**src/rtl/fft_pkg.sv**
```systemverilog
// Shared types and address helpers for the radix-2 DIT FFT sequencer.
// Latency: n/a (pure functions and types).
// Backpressure: n/a.
package fft_pkg;

  // Widest transform the helper functions can describe (log2 N).
  localparam int MAXW = 16;

  typedef enum logic [2:0] {
    IDLE   = 3'd0,
    LOAD   = 3'd1,
    CALC   = 3'd2,
    DRAIN  = 3'd3,
    OUTPUT = 3'd4
  } fft_state_t;

  typedef struct packed {
    logic [MAXW-1:0] a;
    logic [MAXW-1:0] b;
    logic [MAXW-1:0] tw;
  } bfly_t;

  // Reverse the low 'width' bits of value; bits above 'width' must be zero.
  function automatic logic [MAXW-1:0] bitrev(input logic [MAXW-1:0] value, input int width);
    logic [MAXW-1:0] v;
    logic [MAXW-1:0] r;
    v = value;
    r = '0;
    for (int k = 0; k < MAXW; k++) begin
      r = {r[MAXW-2:0], v[0]};
      v = v >> 1;
    end
    return r >> (MAXW - width);
  endfunction

  // Operand pair and twiddle index of butterfly j in stage s. The transform
  // size is passed in so the twiddle index can be scaled to the table size.
  function automatic bfly_t bfly_addr(input int s, input logic [MAXW-1:0] j, input int width);
    logic [MAXW-1:0] half;
    logic [MAXW-1:0] pos;
    bfly_t r;
    half = MAXW'(1) << s;
    pos  = j & (half - MAXW'(1));
    r.a  = ((j >> s) << (s + 1)) | pos;
    r.b  = r.a | half;
    r.tw = pos << (width - 1 - s);
    return r;
  endfunction

endpackage

```
**src/rtl/fft_delay_line.sv**
```systemverilog
// Fixed-depth shift register carrying butterfly issue info to writeback.
// Latency: exactly DEPTH cycles, shifts every cycle.
// Backpressure: none; it never stalls.
module fft_delay_line #(
  parameter int DEPTH = 4,
  parameter int DW    = 8
) (
  input  logic          clk,
  input  logic          rst,
  input  logic [DW-1:0] din,
  output logic [DW-1:0] dout
);

  logic [DEPTH*DW-1:0] sr;

  generate
    if (DEPTH == 1) begin : g_one
      // Single-stage delay.
      always_ff @(posedge clk or negedge rst) begin
        if (!rst) sr <= '0;
        else      sr <= din;
      end
    end else begin : g_many
      // Shift toward the top; oldest entry sits in the top DW bits.
      always_ff @(posedge clk or negedge rst) begin
        if (!rst) sr <= '0;
        else      sr <= {sr[(DEPTH-1)*DW-1:0], din};
      end
    end
  endgenerate

  assign dout = sr[DEPTH*DW-1 -: DW];

endmodule

```
**src/rtl/fft_sequencer.sv**
```systemverilog
// Control for an in-place radix-2 DIT FFT: bit-reversed load, WIDTH stages, stream out.
// Latency: WIDTH*(N/2+BFLY_LAT) compute cycles; outputs registered (wr_en = in_valid & in_ready).
// Backpressure: in_valid gaps stall LOAD; out_ready=0 holds out_valid/rd_addr in OUTPUT.
module fft_sequencer
  import fft_pkg::*;
#(
  parameter int WIDTH    = 8,
  parameter int BFLY_LAT = 4
) (
  input  logic             clk,
  input  logic             rst,
  input  logic             start,
  output logic             busy,
  output logic             done,
  input  logic             in_valid,
  output logic             in_ready,
  output logic             wr_en,
  output logic [WIDTH-1:0] wr_addr,
  output logic             bf_issue,
  output logic [WIDTH-1:0] bf_addr_a,
  output logic [WIDTH-1:0] bf_addr_b,
  output logic [WIDTH-2:0] tw_idx,
  output logic             bf_wb,
  output logic [WIDTH-1:0] wb_addr_a,
  output logic [WIDTH-1:0] wb_addr_b,
  output logic [WIDTH-1:0] rd_addr,
  output logic             out_valid,
  input  logic             out_ready,
  output logic             out_last
);

  localparam int N   = 1 << WIDTH;
  localparam int TW  = WIDTH - 1;
  localparam int SW  = $clog2(WIDTH);
  localparam int DCW = (BFLY_LAT > 1) ? $clog2(BFLY_LAT) : 1;
  localparam int WBW = 2 * WIDTH + 1;

  localparam logic [WIDTH-1:0] IDX_LAST = WIDTH'(N - 1);
  localparam logic [WIDTH-1:0] J_LAST   = WIDTH'(N / 2 - 1);
  localparam logic [SW-1:0]    S_LAST   = SW'(WIDTH - 1);
  localparam logic [DCW-1:0]   D_LAST   = DCW'(BFLY_LAT - 1);

  fft_state_t       state, state_nxt;
  // idx is the load beat in LOAD, butterfly j in CALC, read address in OUTPUT.
  logic [WIDTH-1:0] idx, idx_nxt;
  logic [SW-1:0]    stg, stg_nxt;
  logic [DCW-1:0]   dcnt, dcnt_nxt;
  logic             ov_nxt;
  logic             last_hs;

  logic             busy_d, done_d, in_ready_d, bf_issue_d, out_last_d;
  logic [WIDTH-1:0] wr_addr_d, bf_addr_a_d, bf_addr_b_d, rd_addr_d;
  logic [TW-1:0]    tw_idx_d;

  bfly_t            ba_nxt;
  logic [WBW-1:0]   wb_bus;

  assign ba_nxt = bfly_addr(int'(stg_nxt), MAXW'(idx_nxt), WIDTH);

  // The write strobe is the load handshake itself; in_ready is a flop, so the
  // only combinational path is from the in_valid input.
  assign wr_en = in_valid & in_ready;

  // State and counter registers.
  always_ff @(posedge clk or negedge rst) begin
    if (!rst) begin
      state <= IDLE;
      idx   <= '0;
      stg   <= '0;
      dcnt  <= '0;
    end else begin
      state <= state_nxt;
      idx   <= idx_nxt;
      stg   <= stg_nxt;
      dcnt  <= dcnt_nxt;
    end
  end

  // Next-state and counter sequencing.
  always_comb begin
    state_nxt = state;
    idx_nxt   = idx;
    stg_nxt   = stg;
    dcnt_nxt  = dcnt;
    ov_nxt    = out_valid;
    last_hs   = 1'b0;
    case (state)
      IDLE: begin
        if (start) begin
          state_nxt = LOAD;
          idx_nxt   = '0;
          stg_nxt   = '0;
          dcnt_nxt  = '0;
        end
      end
      LOAD: begin
        if (in_valid && in_ready) begin
          idx_nxt = idx + WIDTH'(1);
          if (idx == IDX_LAST) begin
            state_nxt = CALC;
            idx_nxt   = '0;
          end
        end
      end
      CALC: begin
        if (idx == J_LAST) begin
          state_nxt = DRAIN;
          idx_nxt   = '0;
          dcnt_nxt  = '0;
        end else begin
          idx_nxt = idx + WIDTH'(1);
        end
      end
      DRAIN: begin
        // Wait out the butterfly pipeline so the next stage reads settled data.
        if (dcnt == D_LAST) begin
          dcnt_nxt = '0;
          if (stg == S_LAST) begin
            state_nxt = OUTPUT;
            idx_nxt   = '0;
            ov_nxt    = 1'b0;
          end else begin
            state_nxt = CALC;
            stg_nxt   = stg + SW'(1);
          end
        end else begin
          dcnt_nxt = dcnt + DCW'(1);
        end
      end
      OUTPUT: begin
        // Address first, valid one cycle later to cover the synchronous read.
        if (out_valid) begin
          if (out_ready) begin
            ov_nxt = 1'b0;
            if (idx == IDX_LAST) begin
              state_nxt = IDLE;
              idx_nxt   = '0;
              last_hs   = 1'b1;
            end else begin
              idx_nxt = idx + WIDTH'(1);
            end
          end
        end else begin
          ov_nxt = 1'b1;
        end
      end
      default: begin
        state_nxt = IDLE;
        idx_nxt   = '0;
        stg_nxt   = '0;
        dcnt_nxt  = '0;
        ov_nxt    = 1'b0;
      end
    endcase
  end

  // Output values decoded from the next state, registered below.
  always_comb begin
    busy_d      = (state_nxt != IDLE);
    done_d      = last_hs;
    in_ready_d  = (state_nxt == LOAD);
    wr_addr_d   = '0;
    bf_issue_d  = (state_nxt == CALC);
    bf_addr_a_d = '0;
    bf_addr_b_d = '0;
    tw_idx_d    = '0;
    rd_addr_d   = '0;
    out_last_d  = 1'b0;
    if (state_nxt == LOAD) begin
      wr_addr_d = WIDTH'(bitrev(MAXW'(idx_nxt), WIDTH));
    end
    if (state_nxt == CALC) begin
      bf_addr_a_d = WIDTH'(ba_nxt.a);
      bf_addr_b_d = WIDTH'(ba_nxt.b);
      tw_idx_d    = TW'(ba_nxt.tw);
    end
    if (state_nxt == OUTPUT) begin
      rd_addr_d  = idx_nxt;
      out_last_d = ov_nxt && (idx_nxt == IDX_LAST);
    end
  end

  // Output registers.
  always_ff @(posedge clk or negedge rst) begin
    if (!rst) begin
      busy      <= 1'b0;
      done      <= 1'b0;
      in_ready  <= 1'b0;
      wr_addr   <= '0;
      bf_issue  <= 1'b0;
      bf_addr_a <= '0;
      bf_addr_b <= '0;
      tw_idx    <= '0;
      rd_addr   <= '0;
      out_valid <= 1'b0;
      out_last  <= 1'b0;
    end else begin
      busy      <= busy_d;
      done      <= done_d;
      in_ready  <= in_ready_d;
      wr_addr   <= wr_addr_d;
      bf_issue  <= bf_issue_d;
      bf_addr_a <= bf_addr_a_d;
      bf_addr_b <= bf_addr_b_d;
      tw_idx    <= tw_idx_d;
      rd_addr   <= rd_addr_d;
      out_valid <= ov_nxt;
      out_last  <= out_last_d;
    end
  end

  fft_delay_line #(
    .DEPTH (BFLY_LAT),
    .DW    (WBW)
  ) u_wb_delay (
    .clk  (clk),
    .rst  (rst),
    .din  ({bf_issue, bf_addr_a, bf_addr_b}),
    .dout (wb_bus)
  );

  assign {bf_wb, wb_addr_a, wb_addr_b} = wb_bus;

endmodule

```
**config.mk**
```make
export PLATFORM = sky130hd
export DESIGN_NAME = fft_sequencer
export DESIGN_NICKNAME = d
export VERILOG_FILES = /design/src/rtl/fft_pkg.sv /design/src/rtl/fft_delay_line.sv /design/src/rtl/fft_sequencer.sv
export SDC_FILE = /design/constraint.sdc
export NUM_CORES = 1
export LEC_CHECK = 0
export ABC_CLOCK_PERIOD_IN_PS = 8600
export CAP_MARGIN = 10
export CORE_UTILIZATION = 55
export CTS_CLUSTER_SIZE = 16
export DETAILED_ROUTE_END_ITERATION = 12
export PLACE_DENSITY = 0.81
export SYNTH_ARGS = -nofsm -noshare
export SYNTH_HDL_FRONTEND = slang
export SYNTH_SLANG_ARGS = --single-unit
```
**constraint.sdc**
```tcl
create_clock -name clk -period 8.6 [get_ports clk]
set_clock_uncertainty 0.1 [all_clocks]
set_input_delay 2.58 -clock clk [delete_from_list [all_inputs] [get_ports clk]]
set_output_delay 2.58 -clock clk [all_outputs]
set_load 0.05 [all_outputs]
```
==> results.cfg <==
[sta]
relSlewSlack_pct = 37.0
layout_worst_path_cycle_share_pct = 81.7
setup_viol = 0
finalSetupTns_ns = 0
fmax_mhz = 142
fin_crit_ns = 7.03
slew_viol_final = 0
tightest_slew_ns = 0.944
finalHoldViolCount = 0
rsz0062_at_grt = false

[hold_path]
hold_path_end = u_wb_delay.sr[18]$_DFF_PN0_
min_from = u_wb_delay.sr[1]$_DFF_PN0_
hold_class = reg2reg
min_path_cells = 0

[yosys]
avgSynthCellArea_um2 = 10.6
yosys_register_bits = 129
synth_cell_types = 75
synth_edf_count = 0
seq_area_frac_synth_pct = 55.5
synth_area_leaders = dfrtp_1, nand2_1, buf_4
async_flop_share_pct = 100
syn_area_um2 = 5820
netlist_instances = 549
synthFlopType = dfrtp_1
synth_top_area_share_pct = 55.5
syn-num-nets = 564
ys.warnings.count = 0
yosysTopAreaCell = dfrtp_1

[clocking]
clock-root-buffer = clkbuf_8
cts_sinks = 129
numCtsBuffers = 17
cts_hold_buf = 0
htree_num_levels = 4
cts_tree = done
path_clk_slew_ns = 0.06
postCtsSetupBuffers = 0
clock_latency_ns = 0.52
clk_path_buf_depth = 2
cts_resized = 0

[critical_path]
crit_path_top_delay_cell = clkdlybuf4s50_1
path_class = in2out
worstRegToRegCells = 14
slowest_delay_ns = 0.77
crit_arrival_ns = 4.35
rrSetupSlack_ns = 3.94
reg2reg_to = tw_idx[5]$_DFF_PN0_
worstPathRequired_ns = 5.92
startpoint_type = input port
crit_fanout = 15
crit_chain = clkdlybuf4s50_1, nand2_2, clkinv_1, clkdlybuf4s50_1
r2r-start = state[0]$_DFF_PN0_
cp-end-kind = primary output
cp_common_cell = clkdlybuf4s50_1

[power_and_ir_drop]
finalPower_mw = 1.45
power.density_nw_per_um2 = 208
total_leakage_power_nw = 3.02
ir_drop_uv = 123

[placement]
port_buffers = 67
place_hpwl_mm = 9.92
place_inst = 708
place_congestion = 0.900

[grt]
overflow = 0
grt_max_degree = 81
grt_use_total_pct = 29.0
grt_antenna_before_repair = 0
grt_first_pass_wirelength_mm = 24.1
grt_pass1_vias = 4496

[floorplanning]
io_pins = 68
rows = 37
die_x_um = 105
core_area_um2 = 10300
start_util_pct = 56.6
dieArea_um2 = 11000
die_y_um = 105

[route]
routedLengthMet1_mm = 6.83
top_layer_used = met4
met2_length_mm = 6.90
routed_wirelength_mm = 14.8
wire_per_inst_um = 20.0
ant_nets = 0
firstDrtPassIters = 5
drt-initial-drc-count = 388
wl_met3_um = 810
vias = 4567
drc = 0
via_per_inst = 6.17

[cells_and_area]
most-common-layout-cells = dfrtp_1, clkdlybuf4s50_1, nand2_1
fin_cells = 740
area_growth_pct = 20.2
drive_gt1_share_pct = 10.3
nNetsFinal = 606
final_core_util_pct = 68.0
diodes = 0
final_common_cell = dfrtp_1

[status]
status = complete, no violations

[run]
max-cap-violations = 0
==> cells by family after synthesis <==
| logic type | after synthesis | synth area share, % |
|---|---|---|
| multiplexers | 3 | 0.624 |
| flip-flops | 129 | 55.5 |
| adder cells (fa/ha/maj) | 10 | 2.15 |
| AND/OR/NAND/NOR | 180 | 15.4 |
| XOR/XNOR | 12 | 1.81 |
| buffers and inverters | 58 | 5.35 |
| AO/OA/AOI/OAI | 157 | 19.2 |
==> cell type report <==
class / count / area (um^2)
Tap cell: 136 / 170
Inverter: 11 / 41.3
Clock buffer: 17 / 414
Clock inverter: 15 / 169
Timing Repair Buffer: 70 / 691
Fill cell: 773 / 3290
Sequential cell: 129 / 3230
Multi-Input combinational cell: 362 / 2280
==> flip-flops by register name, summed over array words and instances (netlist names), 2 cells and up <==
register       cells
u_wb_delay.sr     68
bf_addr_a          8
bf_addr_b          8
idx                8
rd_addr            8
wr_addr            8
tw_idx             7
state              3
stg                3
dcnt               2
==> through the flow <==
step / worst slack [ns] / hold slack (ns) / area [um^2]
finish: 1.57 / 0.245 / 6990
global route: 1.49 / 0.251 / 6990
CTS: 1.56 / 0.250 / 6990
detailed placement: 1.58 / 0.235 / 6410
global placement: 1.63 / 0.231 / 6410
floorplan: 2.79 / 0.231 / 5820
==> critical path: cells and delay by family <==
| family | cells | cell delay, ns |
|---|---|---|
| buf+inv | 3 | 1.50 |
| simple gates | 1 | 0.27 |
==> how the worst max path moves through the flow <==
stage / endpoint / slack, ns / cells after the start / start
finish: wr_en / 1.57 / 4 / in_valid
global route: wr_en / 1.49 / 4 / in_valid
CTS: wr_en / 1.56 / 4 / in_valid
detailed placement: wr_en / 1.58 / 4 / in_valid
global placement: wr_en / 1.63 / 4 / in_valid
floorplan: wr_en / 2.79 / 2 / in_valid
==> power breakdown <==
group / internal [mW] / leakage, nW / switching [mW] / total [mW]
clock: 0.399 / 0.282 / 0.307 / 0.706
sequential: 0.617 / 1.76 / 0.0154 / 0.633
combinational: 0.0322 / 0.977 / 0.0831 / 0.115
==> Yosys cell counts (7+ instances only) <==
cell,count
dfrtp_1,129
o211ai_1,11
buf_4,21
nor3_1,11
buf_2,12
nor2_1,41
o21ai_0,31
clkbuf_1,13
a21oi_1,28
ha_1,10
xnor2_1,7
nand3_1,18
a31oi_1,15
nand4_1,8
nand2_1,50
==> per-layer routing <==
metal | track usage [%] | vias up
li1 | - | 2073
met1 | 41.7 | 2291
met2 | 44.3 | 175
met3 | 6.43 | 28
met4 | 8.95 | 0
met5 | 0 | -
No activity file was read; power rests on OpenSTA's default activity.
